==> src/rtl/tx_flow_scheduler_pkg.sv <==
// Shared TX scheduler types: CCI-P line-length encoding, scheduler state and
// the batch-size decode also used by the transmitter.
package tx_flow_scheduler_pkg;

  localparam int LMAX_CCIP_BATCH_DEFAULT = 2;

  typedef enum logic [1:0] {
    eCL_LEN_1 = 2'b00,
    eCL_LEN_2 = 2'b01,
    eCL_LEN_4 = 2'b11
  } t_ccip_clLen;

  typedef enum logic {
    TX_SCHED_IDLE  = 1'b0,
    TX_SCHED_BURST = 1'b1
  } tx_sched_state_e;

  typedef struct packed {
    logic [2:0]  n;
    t_ccip_clLen cl_len;
  } tx_batch_cfg_t;

  // Log2 batch size to beat count and line length; anything above 4 lines clamps.
  function automatic tx_batch_cfg_t decode_tx_batch(input int unsigned l_log);
    tx_batch_cfg_t cfg;
    case (l_log)
      0:       begin cfg.n = 3'd1; cfg.cl_len = eCL_LEN_1; end
      1:       begin cfg.n = 3'd2; cfg.cl_len = eCL_LEN_2; end
      default: begin cfg.n = 3'd4; cfg.cl_len = eCL_LEN_4; end
    endcase
    return cfg;
  endfunction

endpackage

==> src/rtl/tx_flow_scheduler_rr_arbiter.sv <==
// Combinational round-robin arbiter over requesters 0..i_limit; the search starts
// one past i_ptr (the previous grant, held by the parent) and wraps at i_limit.
module rr_arbiter #(
  parameter int N = 2,
  parameter int W = 1
) (
  input  logic [N-1:0] i_req,
  input  logic [W-1:0] i_ptr,
  input  logic [W-1:0] i_limit,
  output logic [W-1:0] o_gnt_idx,
  output logic         o_gnt_valid
);

  int w_start;
  int w_lim;
  int w_idx;

  // Scan from the farthest candidate back to the nearest so the nearest wins.
  always_comb begin
    w_lim       = int'(i_limit);
    w_start     = (int'(i_ptr) >= w_lim) ? 0 : int'(i_ptr) + 1;
    w_idx       = 0;
    o_gnt_valid = 1'b0;
    o_gnt_idx   = '0;
    for (int k = N - 1; k >= 0; k--) begin
      w_idx = w_start + k;
      if (w_idx > w_lim) w_idx = w_idx - (w_lim + 1);
      if (w_idx <= w_lim && i_req[W'(w_idx)]) begin
        o_gnt_valid = 1'b1;
        o_gnt_idx   = W'(w_idx);
      end
    end
  end

endmodule

==> src/rtl/tx_flow_scheduler.sv <==
// Per-flow occupancy counting and round-robin batch scheduling for the CCI-P TX
// path: a granted flow receives one contiguous burst of N pop strobes.
module tx_flow_scheduler
  import tx_flow_scheduler_pkg::*;
#(
  parameter int LMAX_NUM_OF_FLOWS = 1,
  parameter int LTX_FIFO_DEPTH    = 3,
  parameter int LMAX_CCIP_BATCH   = LMAX_CCIP_BATCH_DEFAULT
) (
  input  logic                                          clk,
  input  logic                                          resetn,
  input  logic                                          start,
  input  logic [LMAX_NUM_OF_FLOWS-1:0]                  number_of_flows,
  input  logic [LMAX_CCIP_BATCH-1:0]                    l_tx_batch_size,
  input  logic                                          sRx_c1TxAlmFull,
  input  logic                                          push_valid,
  input  logic [LMAX_NUM_OF_FLOWS-1:0]                  push_flow_id,
  output logic                                          pop_en,
  output logic [LMAX_NUM_OF_FLOWS-1:0]                  pop_flow_id,
  output logic [LMAX_CCIP_BATCH:0]                      pop_idx,
  output logic                                          pop_sop,
  output logic                                          pop_eop,
  output logic [1:0]                                    burst_cl_len,
  output logic                                          busy,
  output logic                                          drop,
  output tx_sched_state_e                               dbg_state,
  output logic [2**LMAX_NUM_OF_FLOWS-1:0][LTX_FIFO_DEPTH:0] dbg_count
);

  localparam int NF = 2 ** LMAX_NUM_OF_FLOWS;
  localparam int LF = LMAX_NUM_OF_FLOWS;
  localparam int CW = LTX_FIFO_DEPTH + 1;
  localparam int IW = LMAX_CCIP_BATCH + 1;
  localparam logic [CW-1:0] FULL = CW'(2 ** LTX_FIFO_DEPTH);

  logic [1:0]      r_rst_sync;
  logic            w_rst_n;
  logic [CW-1:0]   r_count [NF];
  logic            r_drop;
  logic [NF-1:0]   w_inc;
  logic [NF-1:0]   w_dec;
  logic [NF-1:0]   w_req;
  tx_batch_cfg_t   w_cfg;
  logic [LF-1:0]   w_gnt_idx;
  logic            w_gnt_valid;
  tx_sched_state_e r_state;
  tx_sched_state_e w_state_nxt;
  logic            w_grant;
  logic            w_last_beat;
  logic [IW-1:0]   r_idx;
  logic [IW-1:0]   r_n;
  logic [LF-1:0]   r_flow;
  logic [LF-1:0]   r_last_grant;
  t_ccip_clLen     r_cl_len;

  // Assertion is immediate; release reaches the logic two clock edges later.
  always_ff @(posedge clk or negedge resetn) begin
    if (!resetn) r_rst_sync <= '0;
    else         r_rst_sync <= {r_rst_sync[0], 1'b1};
  end
  assign w_rst_n = r_rst_sync[1];

  assign w_cfg = decode_tx_batch(32'(l_tx_batch_size));

  always_comb begin
    w_inc = '0;
    w_dec = '0;
    w_req = '0;
    for (int f = 0; f < NF; f++) begin
      w_inc[f] = push_valid && (push_flow_id == LF'(f));
      w_dec[f] = pop_en && (pop_flow_id == LF'(f));
      w_req[f] = (LF'(f) <= number_of_flows) && (32'(r_count[f]) >= 32'(w_cfg.n));
    end
  end

  // A simultaneous push and pop on one flow cancel; a lone push to a full flow is dropped.
  always_ff @(posedge clk or negedge w_rst_n) begin
    if (!w_rst_n) begin
      for (int f = 0; f < NF; f++) r_count[f] <= '0;
      r_drop <= 1'b0;
    end else begin
      r_drop <= 1'b0;
      for (int f = 0; f < NF; f++) begin
        if (w_inc[f] && !w_dec[f]) begin
          if (r_count[f] == FULL) r_drop <= 1'b1;
          else                    r_count[f] <= r_count[f] + 1'b1;
        end else if (w_dec[f] && !w_inc[f]) begin
          r_count[f] <= r_count[f] - 1'b1;
        end
      end
    end
  end

  rr_arbiter #(.N(NF), .W(LF)) u_rr_arbiter (
    .i_req       (w_req),
    .i_ptr       (r_last_grant),
    .i_limit     (number_of_flows),
    .o_gnt_idx   (w_gnt_idx),
    .o_gnt_valid (w_gnt_valid)
  );

  assign w_last_beat = (r_idx == r_n - 1'b1);

  always_comb begin
    w_state_nxt = r_state;
    w_grant     = 1'b0;
    case (r_state)
      TX_SCHED_IDLE: begin
        if (start && !sRx_c1TxAlmFull && w_gnt_valid) begin
          w_grant     = 1'b1;
          w_state_nxt = TX_SCHED_BURST;
        end
      end
      TX_SCHED_BURST: begin
        if (w_last_beat) w_state_nxt = TX_SCHED_IDLE;
      end
    endcase
  end

  // Burst parameters are frozen at grant so config changes only affect later bursts.
  always_ff @(posedge clk or negedge w_rst_n) begin
    if (!w_rst_n) begin
      r_state      <= TX_SCHED_IDLE;
      r_idx        <= '0;
      r_n          <= IW'(1);
      r_flow       <= '0;
      r_last_grant <= '1;
      r_cl_len     <= eCL_LEN_1;
    end else begin
      r_state <= w_state_nxt;
      if (w_grant) begin
        r_flow       <= w_gnt_idx;
        r_last_grant <= w_gnt_idx;
        r_n          <= IW'(w_cfg.n);
        r_cl_len     <= w_cfg.cl_len;
        r_idx        <= '0;
      end else if (r_state == TX_SCHED_BURST) begin
        r_idx <= r_idx + 1'b1;
      end
    end
  end

  assign busy         = (r_state == TX_SCHED_BURST);
  assign pop_en       = busy;
  assign pop_flow_id  = r_flow;
  assign pop_idx      = r_idx;
  assign pop_sop      = busy && (r_idx == '0);
  assign pop_eop      = busy && w_last_beat;
  assign burst_cl_len = r_cl_len;
  assign drop         = r_drop;
  assign dbg_state    = r_state;

  always_comb begin
    for (int f = 0; f < NF; f++) dbg_count[f] = r_count[f];
  end

endmodule

==> config.mk <==
export PLATFORM = sky130hd
export DESIGN_NAME = tx_flow_scheduler
export DESIGN_NICKNAME = d
export VERILOG_FILES = /design/src/rtl/tx_flow_scheduler_pkg.sv /design/src/rtl/tx_flow_scheduler_rr_arbiter.sv /design/src/rtl/tx_flow_scheduler.sv
export SDC_FILE = /design/constraint.sdc
export NUM_CORES = 1
export LEC_CHECK = 0
export ABC_CLOCK_PERIOD_IN_PS = 1450
export BUFFER_PORTS_ARGS = -buffer_cell sky130_fd_sc_hd__buf_2
export CAP_MARGIN = 20
export CORE_MARGIN = 10
export CORE_UTILIZATION = 40
export CTS_BUF_LIST = sky130_fd_sc_hd__clkbuf_2
export DETAILED_ROUTE_END_ITERATION = 10
export PLACE_DENSITY = 0.65
export SYNTH_ARGS = -nofsm -noshare
export SYNTH_HDL_FRONTEND = slang
export SYNTH_SLANG_ARGS = --single-unit
==> constraint.sdc <==
create_clock -name clk -period 1.45 [get_ports clk]
set_input_delay 0.435 -clock clk [delete_from_list [all_inputs] [get_ports clk]]
set_output_delay 0.435 -clock clk [all_outputs]
set_load 0.05 [all_outputs]
==> results of run 1 <==
## timing repair
item                                   CTS  global route
buffers inserted                        16             8
setup endpoints to repair               36            37
resized for setup                       85            25
endpoints found under the hold margin    2             0
hold buffers                             1             0
pin swaps                               17            12
## routing by layer
layer	share of wire	vias up	wire, µm
met4	0.0082	0	32
met1	0.39	556	1500
met2	0.56	27	2170
met3	0.050	4	195
li1	-	535	-
met5	0	-	0
## how the worst min path moves through the flow
| stage | endpoint | depth (start not counted) |
|---|---|---|
| 3_5_place_dp | drop | 0 |
| 5_1_grt | drop | 0 |
| 6_report | dbg_count[5] | 0 |
| 2_1_floorplan | r_rst_sync[0] | 0 |
| 4_1_cts | pop_flow_id | 0 |
| 3_3_place_gp | drop | 0 |
## synth_stat cells (all sizes together)
library cell   n  area (µm²)
xor2           5        43.8
dfrtp         19         475
nand2          9        41.3
and3b          2        17.5
nand4bb        1        11.3
nand2b         3        18.8
conb           1        3.75
fa             2        40.0
and2           1        6.26
a21o           2        16.3
a211oi         1        7.51
nor2b          3        18.8
nand3          3        15.0
and4b          1        13.8
nor2           6        32.5
dfstp          2        52.6
xnor2          6        52.6
mux2           8        90.1
nor4b          2        30.0
o31ai          1        7.51
mux2i          4        40.0
inv            7        26.3
a21oi          3        15.0
buf            5        38.8
o21ai          4        20.0
ha            10         125
o21ba          1        10.0
## worst reg2reg max path: stages (launching register included)
cell and delay [ps]:
dfrtp_4 550, buf_6 140, nor4b_4 310, and3b_2 270
nor2_4 170, mux2_4 320
## cell families after synthesis
group,Yosys count,synth area share
simple gates,31,0.162
flops,21,0.416
fa+ha+maj,12,0.130
compound gates,12,0.0601
mux,12,0.102
buf+inv,12,0.0512
xor+xnor,11,0.0759
other cells,1,0.00295
## flip-flops by register name, summed over array words and instances, names as in the netlist
name and count:
r_last_grant 1, dbg_count 8, burst_cl_len 1, r_n 3, drop 1, pop_idx 3, pop_flow_id 1, r_rst_sync 2
busy 1
## layout make-up
type	count	area, µm²	share of cell area
inverters	7	26.3	0.0109
repair buffers	82	822	0.342
clock buffers	4	20.0	0.00833
flip-flops and latches	21	546	0.227
multi-input cells	79	935	0.389
well taps	44	55.1	0.0229
## through the flow
step | setup TNS (ps) | area (µm²)
2_1_floorplan | -3700 | 1420
3_3_place_gp | -5370 | 1820
3_5_place_dp | -6020 | 1820
4_1_cts | -5200 | 2260
5_1_grt | -8420 | 2400
6_report | -5980 | 2400
==> flow_metrics.py, run 1 <==
metrics = {
    "placement": {
        "dp_hpwl_um": 2420,
        "place_ws_ps": -472,
        "dp_cells": 212,
        "port-buffer-count": 28,
        "gp_congestion": 0.736,
    },
    "worst_setup_path": {
        "critPathRequiredTime_ps": 1020,
        "critPathBufInv": 2,
        "reg2reg_slack_ps": -390,
        "critical-path-top-delay-family": "flip-flops",
        "worstSetupEndpoint": "pop_eop",
        "cp_num_cells": 6,
        "slowest_delay_ps": 580,
        "ff2ff_path_depth": 5,
        "criticalPathCategory": "reg2out",
        "r2r-start": "dbg_count[1]",
        "worstPathCellList": "inv_2 -> ha_4 -> xor2_1 -> nand3_1 -> nor2_4 -> buf_8",
        "worst_path_max_delay_cell": "dfstp_2",
        "start_kind": "flip-flop",
        "cp_max_fo": 2,
        "cp-startpoint": "r_n[0]",
        "r2r-end": "dbg_count[1]",
        "end_kind": "primary output",
        "critPathArrivalTime_ps": 1740,
    },
    "route": {
        "drc": 0,
        "routedWlPerCell_um": 16.4,
        "dr_total_vias": 1122,
        "drt_iter0_markers": 39,
        "via_per_inst": 4.73,
        "wl_um": 3900,
        "ant_nets": 0,
        "first_pass_iters": 4,
    },
    "cts": {
        "clkTransAtPathRegs_ps": 200,
        "clk_latency_ps": 310,
        "cts_tree": "yes",
        "htreeDepth": 1,
        "cts_sinks": 21,
        "clk_path_buf_depth": 2,
        "clockRootBuffer": "clkbuf_2",
        "cts_made_buffers": 3,
    },
    "global_routing": {
        "use_met1": 0.138,
        "grt_pass1_wl_um": 5930,
        "gr-total-overflow": 0,
        "met3_usage": 0.0366,
        "track_usage": 0.122,
        "grt_most_used_layer": "met2",
        "grt_start_max_net_pins": 14,
        "first_global_vias": 1211,
        "antenna_found_initial": 0,
        "use_met2": 0.215,
    },
    "timing": {
        "hold_ws_ps": 149,
        "report.final.slew_viol_count": 0,
        "max_freq_mhz": 460,
        "setup_viol": 36,
        "fin_skew_ps": 1.58,
        "finalCriticalPeriod_ps": 2170,
        "finalHoldViolCount": 0,
        "finalCritPeriodShare": 1.50,
        "setup_ws_ps": -722,
        "grt_setup_unrepaired": "true",
    },
    "logic_synthesis": {
        "syn_avg_cell_area_um2": 11.3,
        "synth.distinct_cells": 35,
        "syn_nets": 133,
        "yosysSeqAreaShare": 0.416,
        "synth-seq-cells": 21,
        "synthesis.area_um2": 1270,
        "netlist_instances": 112,
        "ys.warnings.count": 0,
    },
    "layout": {
        "drive_above_1_share": 0.777,
        "final_cell_mix": "buf_4, buf_6, buf_8",
        "synthToLayoutAreaGrowth_pct": 89.3,
        "fill_cells": 187,
        "fin_cells": 237,
        "final_util": 0.787,
        "final_common_cell": "buf_4",
        "nets": 215,
        "insertedDiodeCount": 0,
    },
    "run_status": {
        "outcome": "finished with violations",
        "violations": "setup timing",
    },
    "min_path": {
        "min_path_type": "reg2async",
    },
    "die": {
        "die-area_um2": 5830,
        "start_util": 0.416,
        "die_w_um": 76.3,
        "die_y_um": 76.3,
        "core_um2": 3050,
        "io_pins": 29,
        "num_rows": 20,
    },
    "job": {
        "max-cap-violations": 0,
    },
}
Power of run 1 is not shown: default switching activity piles up to over one toggle a cycle in this logic, so the estimate is an artifact.
==> run 2, diff against run 1 <==
--- a/config.mk
+++ b/config.mk
@@ -8,11 +8,11 @@
 export ABC_CLOCK_PERIOD_IN_PS = 1450
 export BUFFER_PORTS_ARGS = -buffer_cell sky130_fd_sc_hd__buf_2
 export CAP_MARGIN = 20
-export CORE_MARGIN = 10
-export CORE_UTILIZATION = 40
+export CORE_UTILIZATION = 50
 export CTS_BUF_LIST = sky130_fd_sc_hd__clkbuf_2
 export DETAILED_ROUTE_END_ITERATION = 10
-export PLACE_DENSITY = 0.65
+export PLACE_DENSITY = 0.79
+export SETUP_SLACK_MARGIN = 0.3
 export SYNTH_ARGS = -nofsm -noshare
 export SYNTH_HDL_FRONTEND = slang
 export SYNTH_SLANG_ARGS = --single-unit
==> flow_metrics.py, run 2 <==
metrics = {
    "logic_synthesis": {
        "synth.distinct_cells": 35,
        "netlist_instances": 112,
        "syn_avg_cell_area_um2": 11.3,
        "ys.flop_type": "dfrtp_1",
        "synth-seq-cells": 21,
        "synth-async-reset-ratio": 1.00,
        "syn_nets": 133,
        "yosysSeqAreaShare": 0.416,
        "synthTopCellsByCount": "dfrtp_1, ha_1, nand2_1",
        "synthTopCellsByArea": "dfrtp_1, ha_1, dfstp_2, xnor2_1, mux2_1",
        "synthesis.area_um2": 1270,
        "synth_area_leader_cell": "dfrtp_1",
        "synth_edf_count": 0,
        "yosysMostFrequentCell": "dfrtp_1",
        "ys.warnings.count": 0,
        "synth_top_area_share": 0.374,
    },
    "die": {
        "start_util": 0.553,
        "num_rows": 17,
        "die_w_um": 52.4,
        "die_y_um": 52.4,
        "io_pins": 29,
    },
    "run_status": {
        "lastStage": "5_1_grt",
        "firstError": "[ERROR DPL-0038] Utilization greater than 100%, impossible to legalize",
        "outcome": "did not finish",
    },
    "cts": {
        "htreeDepth": 1,
        "clk_path_buf_depth": 2,
        "cts_made_buffers": 3,
        "clockRootBuffer": "clkbuf_2",
        "cts_sinks": 21,
    },
    "placement": {
        "dp_hpwl_um": 2040,
        "port-buffer-count": 28,
        "place_ws_ps": -478,
        "gp_congestion": 0.805,
    },
    "timing": {
        "crit_endpoint": "pop_eop",
        "worstEpCategory": "output port",
    },
    "global_routing": {
        "grt_start_max_net_pins": 20,
    },
}
-- run 2: cell counts after synthesis --
Identical to the previous run, type by type.
-- run 2: metrics by stage --
step / instances / cell area, µm² / setup TNS (ps)
global placement: 190 / 1760 / -5240
floorplan: 112 / 1430 / -3690
detailed placement: 190 / 1760 / -6180
CTS: 207 / 2190 / -5630
-- run 2: repair_timing --
action,in CTS
cloned,0
hold buffers,1
resized for setup,87
endpoints found under the setup margin,39
endpoints found under the hold margin,2
pin swaps,19
setup buffers,12
-- run 2: cell families after synthesis --
group | share of synthesized area
fa+ha+maj | 0.130
compound gates | 0.0601
mux | 0.102
flops | 0.416
xor+xnor | 0.0759
buf+inv | 0.0512
simple gates | 0.162
other cells | 0.00295
==> run 3, diff against run 2 <==
==> config.mk (replaced) <==
export PLATFORM = sky130hd
export DESIGN_NAME = tx_flow_scheduler
export DESIGN_NICKNAME = d
export VERILOG_FILES = /design/src/rtl/tx_flow_scheduler_pkg.sv /design/src/rtl/tx_flow_scheduler_rr_arbiter.sv /design/src/rtl/tx_flow_scheduler.sv
export SDC_FILE = /design/constraint.sdc
export NUM_CORES = 1
export LEC_CHECK = 0
export ABC_CLOCK_PERIOD_IN_PS = 1890
export BUFFER_PORTS_ARGS = -buffer_cell sky130_fd_sc_hd__buf_2
export CAP_MARGIN = 20
export CORE_AREA = 2 2 63 65
export DETAILED_ROUTE_END_ITERATION = 10
export DIE_AREA = 0 0 65 67
export PLACE_DENSITY_LB_ADDON = 0.15
export SYNTH_ARGS = -nofsm -noshare
export SYNTH_HDL_FRONTEND = slang
export SYNTH_SLANG_ARGS = --single-unit
==> constraint.sdc (replaced) <==
create_clock -name clk -period 1.89 [get_ports clk]
set_input_delay 0.567 -clock clk [delete_from_list [all_inputs] [get_ports clk]]
set_output_delay 0.567 -clock clk [all_outputs]
set_load 0.05 [all_outputs]
==> flow_metrics.py, run 3 (synthesis results as in run 1) <==
metrics = {
    "worst_setup_path": {
        "end_kind": "primary output",
        "critPathRequiredTime_ps": 1320,
        "criticalPathCategory": "reg2out",
        "critPathArrivalTime_ps": 1610,
        "cp_max_fo": 2,
        "start_kind": "flip-flop",
    },
    "placement": {
        "dp_cells": 194,
        "place_area_um2": 1550,
        "dp_hpwl_um": 1850,
        "gp_congestion": 0.705,
        "place_ws_ps": -208,
        "port-buffer-count": 28,
    },
    "layout": {
        "multi_input_area_um2": 732,
        "synthToLayoutAreaGrowth_pct": 30.5,
        "final_common_cell": "buf_2",
        "fill_cells": 356,
        "largest_register_ffs": 8,
        "nets": 174,
        "fin_area_um2": 1660,
        "insertedDiodeCount": 0,
        "final_cell_mix": "buf_2, dfrtp_1, buf_4",
        "seqCellArea_um2": 536,
        "drive_above_1_share": 0.500,
        "fin_cells": 200,
    },
    "timing": {
        "hold_ws_ps": 73.9,
        "finalCritPeriodShare": 1.15,
        "report.final.slew_viol_count": 0,
        "finalHoldViolCount": 0,
        "grt_setup_unrepaired": "true",
        "setup_viol": 1,
        "setup_ws_ps": -288,
        "max_freq_mhz": 459,
        "fin_skew_ps": 5.90,
        "finalCriticalPeriod_ps": 2180,
    },
    "route": {
        "dr_total_vias": 916,
        "wl_um": 2280,
        "drt_iter0_markers": 27,
        "drc": 0,
        "ant_nets": 0,
        "via_per_inst": 4.58,
        "first_pass_iters": 3,
        "routedWlPerCell_um": 11.4,
    },
    "cts": {
        "cts_made_buffers": 3,
        "cts_tree": "yes",
        "cts_hold_buffers": 0,
        "clk_path_buf_depth": 2,
        "clockRootBuffer": "clkbuf_8",
        "cts_sinks": 21,
        "clk_latency_ps": 260,
        "htreeDepth": 1,
        "clkTransAtPathRegs_ps": 80,
    },
    "die": {
        "die_y_um": 67,
        "io_pins": 29,
        "die-area_um2": 4360,
        "core_um2": 3610,
        "die_w_um": 65,
        "start_util": 0.352,
        "num_rows": 22,
    },
    "global_routing": {
        "antenna_found_initial": 0,
        "grt_start_max_net_pins": 20,
        "grt_pass1_wl_um": 3890,
        "track_usage": 0.116,
        "first_global_vias": 900,
        "gr-total-overflow": 0,
    },
    "job": {
        "max-cap-violations": 0,
    },
    "run_status": {
        "outcome": "finished with violations",
        "violations": "setup timing",
    },
    "min_path": {
        "min_path_type": "in2async",
    },
}
## run 3: worst paths after layout
check | startpoint | endpoint | slack (ps) | depth (start not counted)
max | r_n[0] | pop_eop | -290 | 6
min | resetn | r_rst_sync[0] | 70 | 1
max reg2reg | pop_flow_id | dbg_count[3] | 110 | 7
min reg2reg | r_rst_sync[1] | pop_idx[1] | 200 | 1
max in group asynchronous | r_rst_sync[1] | r_n[0] | 1430 | 1
min in group clk | r_rst_sync[0] | r_rst_sync[1] | 360 | 0
## run 3: final cells by class
class                           instances  area share
Timing Repair Buffer                   41       0.155
Tap cell                               48      0.0362
Multi-Input combinational cell         79       0.442
Clock buffer                            3      0.0249
Clock inverter                          1     0.00302
Inverter                                7      0.0158
Sequential cell                        21       0.323
## run 3: metal layers
metal | track usage | vias to the layer above | routed length [µm]
li1 | - | 453 | -
met2 | 0.198 | 20 | 1100
met4 | 0.0479 | 0 | 34
met3 | 0.0236 | 4 | 113
met5 | 0 | - | 0
met1 | 0.143 | 439 | 1040
## run 3: metrics by stage
step | setup TNS, ps | util
3_3_place_gp | -1110 | 0.430
4_1_cts | -315 | 0.449
5_1_grt | -390 | 0.460
2_1_floorplan | -84.2 | -
3_5_place_dp | -1610 | 0.430
6_report | -288 | 0.460
## run 3: critical path, cell delays in order, from the launching register on
cell	delay (ps)
dfstp_2	540
inv_2	40
ha_4	250
xor2_1	130
nand3_1	120
nor2_4	120
buf_8	150
## run 3: what timing repair did
action	4_1_cts	5_1_grt
gates cloned	0	0
setup buffers	0	2
endpoints found under the setup margin	2	6
gates resized for setup	5	9
pin swaps	3	1
Power of run 3 is left out for the same reason.
